**src/rtl/led_blink_pkg.sv**
```systemverilog
`timescale 1ns/1ps
// Package: led_blink_pkg
// Purpose: types and helpers shared by the multi-channel LED pattern generator.
//   led_mode_t  per-channel pattern mode (OFF, ON, free-running BLINK, counted BURST)
//   ch_width()  width of a channel index; never narrower than one bit
package led_blink_pkg;

  typedef enum logic [1:0] {
    LM_OFF   = 2'd0,
    LM_ON    = 2'd1,
    LM_BLINK = 2'd2,
    LM_BURST = 2'd3
  } led_mode_t;

  function automatic int ch_width(input int nch);
    return (nch > 1) ? $clog2(nch) : 1;
  endfunction

endpackage

```
**src/rtl/led_blink_multi_if.sv**
```systemverilog
`timescale 1ns/1ps
// Interface: led_blink_multi_if
// Purpose: valid/ready configuration port of led_blink_multi.
//   cfg_valid  master->slave  write request
//   cfg_ready  slave->master  low while the block is held in reset
//   cfg_ch     master->slave  target channel (out-of-range values are ignored)
//   cfg_mode   master->slave  pattern mode
//   cfg_half   master->slave  half-period in prescaler ticks (0 acts as 1)
//   cfg_cnt    master->slave  BURST pulse count
interface led_blink_multi_if
  import led_blink_pkg::*;
#(
  parameter int NCH = 4,
  parameter int PW  = 16,
  parameter int CW  = 8
) ();

  localparam int CHW = ch_width(NCH);

  logic            cfg_valid;
  logic            cfg_ready;
  logic [CHW-1:0]  cfg_ch;
  led_mode_t       cfg_mode;
  logic [PW-1:0]   cfg_half;
  logic [CW-1:0]   cfg_cnt;

  modport master (
    output cfg_valid, cfg_ch, cfg_mode, cfg_half, cfg_cnt,
    input  cfg_ready
  );

  modport slave (
    input  cfg_valid, cfg_ch, cfg_mode, cfg_half, cfg_cnt,
    output cfg_ready
  );

endinterface

```
**src/rtl/led_blink_chan.sv**
```systemverilog
`timescale 1ns/1ps
// Module: led_blink_chan
// Purpose: one LED channel. Holds mode, half-period, remaining burst count and
//   phase counter, and advances the pattern on each shared prescaler tick.
// Ports:
//   clk, rst      clock, asynchronous active-high reset
//   tick          one-cycle prescaler strobe
//   load          config write for this channel; beats a simultaneous tick
//   mode/half/cnt config fields sampled when load is high
//   led           registered LED drive
//   busy          high while the channel runs BLINK or BURST
//   done          one-cycle pulse when a BURST completes (or is loaded with cnt=0)
module led_blink_chan
  import led_blink_pkg::*;
#(
  parameter int PW = 16,
  parameter int CW = 8
) (
  input  logic          clk,
  input  logic          rst,
  input  logic          tick,
  input  logic          load,
  input  led_mode_t     mode,
  input  logic [PW-1:0] half,
  input  logic [CW-1:0] cnt,
  output logic          led,
  output logic          busy,
  output logic          done
);

  led_mode_t      mode_q;
  logic [PW-1:0]  half_q;
  logic [PW-1:0]  phase_q;
  logic [CW-1:0]  rem_q;
  logic           running;
  logic           phase_end;

  assign running   = (mode_q == LM_BLINK) || (mode_q == LM_BURST);
  assign busy      = running;
  assign phase_end = (phase_q == half_q - PW'(1));

  // NOTE: every register here is written with <= so all of them update from
  // the same pre-edge values; blocking writes would make later reads see new data.
  always_ff @(posedge clk or posedge rst) begin
    if (rst) begin
      mode_q  <= LM_OFF;
      half_q  <= PW'(1);
      phase_q <= '0;
      rem_q   <= '0;
      led     <= 1'b0;
      done    <= 1'b0;
    end else begin
      done <= 1'b0;
      if (load) begin
        // A write aborts whatever was running, with no done for an aborted burst.
        mode_q  <= mode;
        half_q  <= (half == '0) ? PW'(1) : half;
        rem_q   <= cnt;
        phase_q <= '0;
        case (mode)
          LM_OFF:   led <= 1'b0;
          LM_ON:    led <= 1'b1;
          LM_BLINK: led <= 1'b1;
          LM_BURST: begin
            if (cnt == '0) begin
              // Empty burst finishes on the spot.
              led    <= 1'b0;
              mode_q <= LM_OFF;
              done   <= 1'b1;
            end else begin
              led <= 1'b1;
            end
          end
        endcase
      end else if (tick && running) begin
        if (phase_end) begin
          phase_q <= '0;
          led     <= ~led;
          // A pulse ends on its falling edge; that is where the count is spent.
          if ((mode_q == LM_BURST) && led) begin
            if (rem_q <= CW'(1)) begin
              rem_q  <= '0;
              mode_q <= LM_OFF;
              done   <= 1'b1;
            end else begin
              rem_q <= rem_q - CW'(1);
            end
          end
        end else begin
          phase_q <= phase_q + PW'(1);
        end
      end
    end
  end

endmodule

```
**src/rtl/led_blink_multi.sv**
```systemverilog
`timescale 1ns/1ps
// Module: led_blink_multi
// Purpose: NCH-channel LED pattern generator. A shared prescaler divides clk
//   down to TICK_HZ; each channel runs OFF / ON / BLINK / BURST independently.
// Ports:
//   clk   clock
//   rst   asynchronous reset, active-high
//   cfg   configuration port (slave side of led_blink_multi_if)
//   led   per-channel LED drive, registered
//   busy  per-channel, high during BLINK or BURST
//   done  per-channel one-cycle pulse at BURST completion
module led_blink_multi
  import led_blink_pkg::*;
#(
  parameter int CLK_HZ  = 50_000_000,
  parameter int TICK_HZ = 1000,
  parameter int NCH     = 4,
  parameter int PW      = 16,
  parameter int CW      = 8
) (
  input  logic               clk,
  input  logic               rst,
  led_blink_multi_if.slave   cfg,
  output logic [NCH-1:0]     led,
  output logic [NCH-1:0]     busy,
  output logic [NCH-1:0]     done
);

  localparam int DIV = CLK_HZ / TICK_HZ;
  localparam int PSW = $clog2(DIV) + 1;
  localparam int CHW = ch_width(NCH);

  logic [PSW-1:0] pre_cnt;
  logic           tick;
  logic           accept;

  // With DIV=1 the count is stuck at 0 and tick stays high every cycle.
  assign tick = (pre_cnt == PSW'(DIV - 1));

  always_ff @(posedge clk or posedge rst) begin
    if (rst)       pre_cnt <= '0;
    else if (tick) pre_cnt <= '0;
    else           pre_cnt <= pre_cnt + PSW'(1);
  end

  assign cfg.cfg_ready = ~rst;
  assign accept        = cfg.cfg_valid & cfg.cfg_ready;

  // A channel index >= NCH matches no instance, so such writes are accepted
  // by the handshake and then have no effect.
  for (genvar i = 0; i < NCH; i++) begin : g_ch
    logic load;
    assign load = accept && (cfg.cfg_ch == CHW'(i));

    led_blink_chan #(
      .PW (PW),
      .CW (CW)
    ) u_chan (
      .clk  (clk),
      .rst  (rst),
      .tick (tick),
      .load (load),
      .mode (cfg.cfg_mode),
      .half (cfg.cfg_half),
      .cnt  (cfg.cfg_cnt),
      .led  (led[i]),
      .busy (busy[i]),
      .done (done[i])
    );
  end

endmodule

```
**src/flat_wrapper.sv**
```systemverilog
// flat-port wrapper written by rule: the top's interface ports become plain ports
module led_blink_multi_flat import led_blink_pkg::*;
#(
  parameter int CLK_HZ  = 50_000_000,
  parameter int TICK_HZ = 1000,
  parameter int NCH     = 4,
  parameter int PW      = 16,
  parameter int CW      = 8
)
  (clk, rst, led, busy, done, cfg_cfg_valid, cfg_cfg_ch, cfg_cfg_mode, cfg_cfg_half, cfg_cfg_cnt, cfg_cfg_ready);
  led_blink_multi_if #(.NCH(NCH), .PW(PW), .CW(CW)) cfg_i ();
  input  logic clk;
  input  logic rst;
  output logic [NCH-1:0] led;
  output logic [NCH-1:0] busy;
  output logic [NCH-1:0] done;
  input wire logic [$bits(cfg_i.cfg_valid)-1:0] cfg_cfg_valid;
  input wire logic [$bits(cfg_i.cfg_ch)-1:0] cfg_cfg_ch;
  input wire logic [$bits(cfg_i.cfg_mode)-1:0] cfg_cfg_mode;
  input wire logic [$bits(cfg_i.cfg_half)-1:0] cfg_cfg_half;
  input wire logic [$bits(cfg_i.cfg_cnt)-1:0] cfg_cfg_cnt;
  output wire logic [$bits(cfg_i.cfg_ready)-1:0] cfg_cfg_ready;
  assign cfg_i.cfg_valid = cfg_cfg_valid;
  assign cfg_i.cfg_ch = cfg_cfg_ch;
  assign cfg_i.cfg_mode = cfg_cfg_mode;
  assign cfg_i.cfg_half = cfg_cfg_half;
  assign cfg_i.cfg_cnt = cfg_cfg_cnt;
  assign cfg_cfg_ready = cfg_i.cfg_ready;
  led_blink_multi #(.CLK_HZ(CLK_HZ), .TICK_HZ(TICK_HZ), .NCH(NCH), .PW(PW), .CW(CW)) u_core (.clk(clk), .rst(rst), .cfg(cfg_i), .led(led), .busy(busy), .done(done));
endmodule
```
**config.mk**
```make
export PLATFORM = sky130hd
export DESIGN_NAME = led_blink_multi_flat
export DESIGN_NICKNAME = d
export VERILOG_FILES = /design/src/rtl/led_blink_pkg.sv /design/src/rtl/led_blink_multi_if.sv /design/src/rtl/led_blink_chan.sv /design/src/rtl/led_blink_multi.sv /design/src/flat_wrapper.sv
export SDC_FILE = /design/constraint.sdc
export NUM_CORES = 1
export LEC_CHECK = 0
export ABC_AREA = 1
export CAP_MARGIN = 20
export CORE_ASPECT_RATIO = 1.5
export CORE_MARGIN = 4
export CORE_UTILIZATION = 42
export DETAILED_ROUTE_END_ITERATION = 8
export GPL_TIMING_DRIVEN = 0
export SLEW_MARGIN = 20
export SYNTH_ARGS = -nofsm -noshare
export SYNTH_HDL_FRONTEND = slang
export SYNTH_HIERARCHICAL = 1
export SYNTH_SLANG_ARGS = --single-unit
```
**constraint.sdc**
```tcl
create_clock -name clk -period 4.1 [get_ports clk]
set_clock_uncertainty 0.1 [all_clocks]
set_input_delay 0.41 -clock clk [delete_from_list [all_inputs] [get_ports clk]]
set_output_delay 0.41 -clock clk [all_outputs]
set_load 0.02 [all_outputs]
```
# == Word level (Yosys, flattened, before mapping) ==
# Index checks and enable logic that the tools add are counted.
# op_classes
n_reduce_logical,49
bitwise_logic,6
eq_ne,19
n_addsub,13
magnitude_cmp,4
mux,92
# op_table
operator,n
two-way mux 16 bit,13
two-way mux 8 bit,20
adder 16 x 1 -> 16 bit (second input constant),4
equality test 16 bit,4
subtractor 16 x 1 -> 16 bit (second input constant),4
two-way mux 2 bit,22
two-way mux 1 bit,35
<= comparator 8 x 1 -> 1 bit (second input constant),4
nonzero test 2 bit,16
subtractor 8 x 1 -> 8 bit (second input constant),4
equality test 2 bit (second input constant),12
adder 17 x 1 -> 17 bit (second input constant),1
equality test 17 x 16 -> 1 bit (second input constant),1
two-way mux 17 bit,1
zero test 16 bit,1
AND reduction 4 bit,4
logical AND 1 bit,12
AND reduction 3 bit,4
zero test 8 bit,1
AND reduction 2 bit,4
inverter 1 bit,5
equality test 2 x 1 -> 1 bit (second input constant),2
zero test 2 bit,2
logical OR 1 bit,4
other kinds (3),3
# word_totals
regBits,193
word_cells,208
output_inout_bits,13

# == Depth between registers and ports, before layout ==
# Gate-level depths: netlist of run 1.
# logic_depth
ltp_word,6
depth_mapped,17
mapped_depth_nobuf,16

# == Hierarchy ==
# Netlist of run 1, hierarchy kept.
# modules_own_cells
mod,area_per_inst_um2,cells_per_inst,n_inst,seq_area_each_um2
led_blink_chan (u_core.g_ch[1].u_chan ...),3027.9,423,2,1102.3
led_blink_chan (u_core.g_ch[3].u_chan),2945.3,413,1,1102.3
led_blink_chan (u_core.g_ch[0].u_chan),2936.6,412,1,1102.3
led_blink_multi,1001.0,137,1,425.4

# == Worst setup path before layout of run 1 ==
# Ideal clock, no wire load.
# synth_timing
path_kind,input to register
from,input port rst
to,register u_core.g_ch[0].u_chan.phase_q[14]
setup_slack_ns,1.391
stages,10
setup_time_ns,0.078
t_arrival_ns,2.531
cell_sequence,inv_1 nand2_1 nor3_1 inv_2 nand2_1 inv_2 nor4_2 nand4_1 xor2_1 a21oi_1
# synth_between
elab_chain_len,4
elab_cells_between_ends,5
# synth_rtl
element,line_no,text
start: declaration,flat_wrapper.sv:13,input logic rst;
inverter 1 bit *,led_blink_multi.sv:46,assign cfg.cfg_ready = ~rst;
bitwise AND 1 bit *,led_blink_multi.sv:47,assign accept = cfg.cfg_valid & cfg.cfg_ready;
logical AND 1 bit *,led_blink_multi.sv:53,assign load = accept && (cfg.cfg_ch == CHW'(i));
net u_core.g_ch[0].load,led_blink_multi.sv:52,logic load;
two-way mux 16 bit or nonzero test 2 bit (tied branches),-,
end signal: assignment,led_blink_chan.sv:90,phase_q <= phase_q + PW'(1);
end: declaration,led_blink_chan.sv:33,logic [PW-1:0] phase_q;
# The timed path passes the listed nets; every way through them passes the cells marked *.
# A chain may end at the register's enable or synchronous reset.

# == Worst setup path in the final report of run 1 ==
# layout_timing
from,input port rst
to,register u_core.g_ch[2].u_chan.phase_q[3]
# layout_between
elab_chain_len,4
elab_cells_between_ends,5
# layout_rtl
element,line_no
inverter 1 bit *,led_blink_multi.sv:46
bitwise AND 1 bit *,led_blink_multi.sv:47
logical AND 1 bit *,led_blink_multi.sv:53
net u_core.g_ch[2].load,led_blink_multi.sv:52
two-way mux 16 bit or nonzero test 2 bit (tied branches),-
end signal: assignment,led_blink_chan.sv:90
end: declaration,led_blink_chan.sv:33
# Marks and branches as above.

==> results.sh, run 1 <==
export IMPL_post_cts_buffers=0
export IMPL_gr_total_overflow=0
export IMPL_ctsHoldBuffers=0
export IMPL_power_uw=5600
export IMPL_cts_tree="built"
export IMPL_antenna_found_initial=0
export IMPL_pin_count=44
export IMPL_wl_per_cell_um=15.4
export IMPL_root_buffer="clkbuf_16"
export IMPL_grt_pass1_vias=11300
export IMPL_synth_top_flop_cell="dfrtp_1"
export IMPL_tightest_slew_ns=1.06
export IMPL_timing_rr_end="u_core/g_ch[0].u_chan/phase_q[14]$_DFFE_PP0P_"
export IMPL_crit_required_ns=4.32
export IMPL_min_from="u_core/pre_cnt[16]$_DFF_PP0_"
export IMPL_wirelength_um=35300
export IMPL_yosysTopAreaCell="dfrtp_1"
export IMPL_num_nets_final=1930
export IMPL_dr_pass1_iters=5
export IMPL_yosysMostFrequentCell="nand2_1"
export IMPL_min_delay_path_depth=1
export IMPL_numCtsBuffers=17
export IMPL_ant_nets=0
export IMPL_rsz0062_at_grt="true"
export IMPL_core_um2=30400
export IMPL_hold_path_endpoint="u_core/pre_cnt[16]$_DFF_PP0_"
export IMPL_hold_class="flip-flop to flip-flop"
export IMPL_grt_max_degree=32
export IMPL_gp_congestion=0.908
export IMPL_synth_common_cells="nand2_1, inv_1, dfrtp_1"
export IMPL_power_density_nw_per_um2=387
export IMPL_cp_arrival_ns=4.04
export IMPL_area_growth_pct=12.0
export IMPL_setup_violations=0
export IMPL_antenna_diode_count=0
export IMPL_synth_edf_count=0
export IMPL_path_max_fanout=19
export IMPL_maxCapViolCount=0
export IMPL_num_rows=78
export IMPL_hpwlAfterDp_um=26200
export IMPL_syn_area_per_cell_um2=7.16
export IMPL_cts_num_sinks=193
export IMPL_drtIter0Drc=733
export IMPL_start_util_pct=42.6
export IMPL_crit_type="primary input to flip-flop"
export IMPL_cts_max_level=4
export IMPL_critPathLaunchType="primary input"
export IMPL_ys_ff_latch=193
export IMPL_post_route_period_util_pct=93.1
export IMPL_syn_area_um2=12900
export IMPL_clkSlewWorstSetupHoldPaths_ns=0.07
export IMPL_synthTopCellsByArea="dfrtp_1, nand2_1, inv_1"
export IMPL_fin_crit_ns=3.82
export IMPL_drc=0
export IMPL_synth_fp_nets=1864
export IMPL_fmax_ghz=0.262
export IMPL_rr_worst_depth=12
export IMPL_viasPerCell=5.15
export IMPL_drv_slew=0
export IMPL_die_w_um=151
export IMPL_async_reset_ff_share_pct=100
export IMPL_ctsLongestPathBuffers=2
export IMPL_leakage_uw=0.00731
export IMPL_drive_gt1_share_pct=7.63
export IMPL_netlist_area_leader_share_pct=36.6
export IMPL_end_kind="flip-flop"
export IMPL_die_area_um2=33700
export IMPL_status="completed"
export IMPL_ir_worst_vdd_mv=0.259
export IMPL_ys_types=42
export IMPL_synth_seq_area_share_pct=37.4
export IMPL_hold_violations=0
export IMPL_port_buffers=43
export IMPL_grt_usage_pct=21.3
export IMPL_reg2reg_slack_ns=1.32
export IMPL_relSlewSlack_pct=28.7
export IMPL_grt_pass1_wl_um=57100
export IMPL_r2r_start="u_core/pre_cnt[0]$_DFF_PP0_"
export IMPL_fp_dieH_um=223
export IMPL_vias=11800
export IMPL_synth_warnings=6
export IMPL_netlist_instances=1808
export IMPL_whs_ns=0.372
export IMPL_post_cts_resized=0
export IMPL_clock_latency_ns=0.45
## cell families (layout without fill, tap and decap cells)
| family | count (synthesis) | in the layout | synth area share (%) |
|---|---|---|---|
| simple gates | 1046 | 1046 | 36.5 |
| buf+inv | 265 | 344 | 8.27 |
| flops | 193 | 193 | 37.4 |
| compound gates | 144 | 144 | 6.28 |
| xor+xnor | 135 | 135 | 9.14 |
| fa+ha+maj | 25 | 25 | 2.42 |
## worst max path at each step
| stage | from | endpoint | slack, ns | cells after the start |
|---|---|---|---|---|
| 2_1_floorplan | rst | u_core/g_ch[0].u_chan/phase_q[14]$_DFFE_PP0P_ | 1.39 | 10 |
| 3_3_place_gp | rst | u_core/g_ch[1].u_chan/phase_q[3]$_DFFE_PP0P_ | -0.25 | 10 |
| 3_5_place_dp | rst | u_core/g_ch[1].u_chan/phase_q[3]$_DFFE_PP0P_ | -0.31 | 10 |
| 4_1_cts | rst | u_core/g_ch[1].u_chan/phase_q[3]$_DFFE_PP0P_ | 0.15 | 10 |
| 5_1_grt | rst | u_core/g_ch[1].u_chan/phase_q[3]$_DFFE_PP0P_ | -0.13 | 10 |
| 6_report | rst | u_core/g_ch[2].u_chan/phase_q[3]$_DFFE_PP0P_ | 0.28 | 10 |
## worst max-delay path: stages
cell and delay [ns]:
clkdlybuf4s50_1 0.59, inv_1 0.63, nand2_1 0.22, nor3_1 0.79, inv_2 0.24, nand2_1 0.36, clkinv_1 0.36, nor2_1 0.20
xor2_1 0.16, a21oi_1 0.05
## layout by cell type (no fill, tap or decap), drive strengths merged, types with 2 or more instances in the layout
cell type / netlist / routed
nor3: 17 / 17
inv: 218 / 223
o21ai: 58 / 58
dfrtp: 189 / 189
nor2: 196 / 196
xnor2: 48 / 48
ha: 25 / 25
clkinvlp: 0 / 3
o2111ai: 3 / 3
o22ai: 36 / 36
a22oi: 4 / 4
xor2: 87 / 87
dfstp: 4 / 4
or2: 4 / 4
clkinv: 4 / 9
and2: 4 / 4
nand3: 128 / 128
nand4: 61 / 61
nand2: 598 / 598
a21oi: 39 / 39
nor4: 21 / 21
nand3b: 16 / 16
clkbuf: 25 / 44
a21boi: 2 / 2
buf: 18 / 22
clkdlybuf4s50: 0 / 43
## where the power goes
| group | switching, uW | internal (uW) | total [uW] |
|---|---|---|---|
| clock network | 789 | 788 | 1580 |
| registers | 286 | 2130 | 2420 |
| logic | 970 | 639 | 1610 |
## area by class of cell
class                      count  area [um2]
timing repair buffer          47         510
tap                          400         500
inverter                     222         833
multi-input combinational   1350        7030
buffer                        43         236
clock inverter                13         104
fill                        3054       15900
sequential                   193        4830
clock buffer                  19         433
## routing by layer
layer  global-route usage [%]  wire, um  vias to the layer above
met3                     3.80      1600                       70
met5                        0         0                        -
met2                     37.2     17800                      240
met1                     25.8     14700                     5574
met4                     8.34      1250                        0
li1                         -         -                     5884
## flip-flops by register name, indices dropped and copies added (netlist names)
signal and count:
u_core/g_ch.u_chan/half_q 64, u_core/g_ch.u_chan/done 4, u_core/g_ch.u_chan/phase_q 64, u_core/g_ch.u_chan/mode_q 8
u_core/g_ch.u_chan/rem_q 32, u_core/pre_cnt 17, u_core/g_ch.u_chan/led 4
## through the flow
step | setup WS [ns] | TNS, ns | std cells | cell area, um2 | util, %
floorplan | 1.39 | 0 | 1808 | 12900 | -
global placement | -0.249 | -3.47 | 2251 | 13900 | 45.7
detailed placement | -0.307 | -8.33 | 2255 | 13900 | 46.0
CTS | 0.153 | 0 | 2287 | 14500 | 47.7
global route | -0.133 | -0.964 | 2287 | 14500 | 47.7
finish | 0.281 | 0 | 2287 | 14500 | 47.7
Note: power is estimated with default switching activity, not from simulation.
==> inputs of run 2 (changes only) <==
--- a/config.mk
+++ b/config.mk
@@ -8,7 +8,7 @@
 export ABC_AREA = 1
 export CAP_MARGIN = 20
 export CORE_ASPECT_RATIO = 1.5
-export CORE_MARGIN = 4
+export CORE_MARGIN = 1.5
 export CORE_UTILIZATION = 42
 export DETAILED_ROUTE_END_ITERATION = 8
 export GPL_TIMING_DRIVEN = 0
==> constraint.sdc (replaced) <==
create_clock -name clk -period 4.1 [get_ports clk]
set_clock_uncertainty 0.1 [all_clocks]
set_input_delay 0.82 -clock clk [delete_from_list [all_inputs] [get_ports clk]]
set_output_delay 0.82 -clock clk [all_outputs]
set_load 0.02 [all_outputs]
==> run 2 against run 1 <==
Against the previous run: maximum frequency grew 2.2%; combinational power is essentially flat; count of clock-buffer cells in the layout grew 2; critical endpoint is now u_core/g_ch[3].u_chan/rem_q[0]$_DFFE_PP0P_; flip-flop and latch count is the same; hold slack lost 0.0041 ns; non-clock buffer count is the same; wire length shrank 0.79%; sequential power is essentially flat; first-iteration DRC count shrank 16%; sequential share of layout area shrank 0.10 points.
==> results.sh, run 2 (same netlist as run 1, synthesis figures left out) <==
export IMPL_wirelength_um=35100
export IMPL_rr_worst_depth=12
export IMPL_cp_slowest_cell="clkdlybuf4s50_1"
export IMPL_combPwrFrac_pct=28.4
export IMPL_regArea_um2=4830
export IMPL_fp_dieH_um=218
export IMPL_status="completed"
export IMPL_area_growth_pct=12.3
export IMPL_fin_cells=2287
export IMPL_timing_rr_end="u_core/g_ch[0].u_chan/phase_q[14]$_DFFE_PP0P_"
export IMPL_drc=0
export IMPL_post_cts_buffers=0
export IMPL_grt_max_degree=33
export IMPL_netSwitchingPower_uw=2030
export IMPL_ctsHoldBuffers=0
export IMPL_drtIter0Drc=616
export IMPL_cts_max_level=4
export IMPL_drive_gt1_share_pct=7.84
export IMPL_die_area_um2=31900
export IMPL_path_max_fanout=19
export IMPL_hold_path_endpoint="u_core/pre_cnt[16]$_DFF_PP0_"
export IMPL_layout_commonest_cell="nand2_1"
export IMPL_grt_pass1_vias=11500
export IMPL_hpwlAfterDp_um=25900
export IMPL_wl_met2_um=18100
export IMPL_clock_latency_ns=0.45
export IMPL_seqPwrFrac_pct=42.7
export IMPL_cts_num_sinks=193
export IMPL_gr_total_overflow=0
export IMPL_fmax_ghz=0.268
export IMPL_num_nets_final=1930
export IMPL_post_route_period_util_pct=91.1
export IMPL_crit_top_cell="nand2_1"
export IMPL_min_from="u_core/pre_cnt[16]$_DFF_PP0_"
export IMPL_viasPerCell=5.17
export IMPL_num_rows=78
export IMPL_placed_cells=2255
export IMPL_critPathLaunchType="primary input"
export IMPL_p_clk_share_pct=29.0
export IMPL_max_stage_delay_ns=0.72
export IMPL_power_uw=5660
export IMPL_antenna_diode_count=0
export IMPL_pin_count=44
export IMPL_path_cells="clkdlybuf4s50_1, clkinvlp_4, nand2_1, nor3_2, inv_1, clkbuf_1, buf_1, o22ai_1, nand3_1, nand2_1"
export IMPL_power_density_nw_per_um2=390
export IMPL_drv_slew=0
export IMPL_cts_tree="built"
export IMPL_multiInputGateArea_um2=7050
export IMPL_dr_pass1_iters=7
export IMPL_tightest_slew_ns=0.788
export IMPL_leakage_uw=0.00732
export IMPL_met3_length_um=1550
export IMPL_crit_type="primary input to flip-flop"
export IMPL_grt_usage_pct=22.6
export IMPL_end_kind="flip-flop"
export IMPL_root_buffer="clkbuf_16"
export IMPL_core_um2=30300
export IMPL_antenna_found_initial=0
export IMPL_rsz0062_at_grt="false"
export IMPL_hold_violations=0
export IMPL_largestRegisters="u_core/g_ch.u_chan/half_q: 64 flops, u_core/g_ch.u_chan/phase_q: 64 flops, u_core/g_ch.u_chan/rem_q: 32 flops"
export IMPL_hold_class="flip-flop to flip-flop"
export IMPL_start_util_pct=42.8
export IMPL_numCtsBuffers=17
export IMPL_ant_nets=0
export IMPL_ir_worst_vdd_mv=0.293
export IMPL_port_buffers=43
export IMPL_p_int_uw=3630
export IMPL_r2r_start="u_core/pre_cnt[0]$_DFF_PP0_"
export IMPL_gp_congestion=0.890
export IMPL_min_delay_path_depth=1
export IMPL_cp_arrival_ns=3.98
export IMPL_mostFrequentLayoutCells="nand2_1, inv_1, dfrtp_1, nor2_1, nand3_1"
export IMPL_grt_pass1_wl_um=57600
export IMPL_power_switching_share_pct=35.9
export IMPL_wl_met1_um=14700
export IMPL_fin_crit_ns=3.74
export IMPL_setup_violations=0
export IMPL_top_layer_used="met4"
export IMPL_die_w_um=146
export IMPL_ctsLongestPathBuffers=2
export IMPL_vias=11800
export IMPL_maxCapViolCount=0
export IMPL_crit_required_ns=4.34
export IMPL_wl_per_cell_um=15.3
export IMPL_reg2reg_slack_ns=1.31
export IMPL_whs_ns=0.368
export IMPL_relSlewSlack_pct=47.0
export IMPL_clkSlewWorstSetupHoldPaths_ns=0.07
export IMPL_fillers=3076
-- run 2: cell type report --
class / instances / share of cell area [%]
Multi-Input combinational cell: 1350 / 48.5
Timing Repair Buffer: 47 / 3.51
Clock buffer: 21 / 3.10
Buffer: 43 / 1.63
Clock inverter: 11 / 0.732
Sequential cell: 193 / 33.3
Inverter: 222 / 5.76
Tap cell: 400 / 3.44
-- run 2: per-layer routing --
layer / up-vias / GRT usage [%]
met3: 42 / 3.20
met5: - / 0
met4: 0 / 7.34
met1: 5629 / 26.9
li1: 5894 / -
met2: 248 / 41.5
-- run 2: worst max-delay path by stage --
stage / from / to / slack, ns / cells after the start
2_1_floorplan: rst / u_core/g_ch[0].u_chan/phase_q[14]$_DFFE_PP0P_ / 0.98 / 10
3_3_place_gp: rst / u_core/g_ch[2].u_chan/phase_q[3]$_DFFE_PP0P_ / -0.54 / 10
3_5_place_dp: rst / u_core/g_ch[1].u_chan/phase_q[3]$_DFFE_PP0P_ / -0.62 / 10
4_1_cts: rst / u_core/g_ch[3].u_chan/phase_q[4]$_DFFE_PP0P_ / 0.16 / 9
5_1_grt: rst / u_core/g_ch[3].u_chan/rem_q[6]$_DFFE_PP0P_ / 0.12 / 10
6_report: rst / u_core/g_ch[3].u_chan/rem_q[0]$_DFFE_PP0P_ / 0.36 / 10
-- run 2: metrics by stage --
step | setup TNS (ns) | worst slack [ns] | cell area, um2 | utilization [%]
5_1_grt | 0 | 0.124 | 14500 | 48.0
6_report | 0 | 0.364 | 14500 | 48.0
3_3_place_gp | -32.85 | -0.539 | 13900 | 45.8
4_1_cts | 0 | 0.158 | 14500 | 48.0
2_1_floorplan | 0 | 0.981 | 12900 | -
3_5_place_dp | -43.84 | -0.619 | 13900 | 46.1
-- run 2: critical path: cells and delay by family --
family / cells / cell delay [ns]
buffers and inverters: 5 / 2.26
AO/OA/AOI/OAI: 1 / 0.18
AND/OR/NAND/NOR: 4 / 0.72
-- run 2: timing repair --
action | in CTS | in global routing
endpoints found under the setup margin | 32 | 17
pin swaps | 0 | 0
gates resized for setup | 2 | 3
cloned | 0 | 0
-- run 2: power groups by stage --
stage | combinational, uW | clock (uW) | sequential (uW)
6_report | 1610 | 1640 | 2420
5_1_grt | 1830 | 1750 | 2450
4_1_cts | 1600 | 1680 | 2420
3_5_place_dp | 1590 | 0 | 2450
3_3_place_gp | 1560 | 0 | 2440
2_1_floorplan | 1240 | 0 | 2370
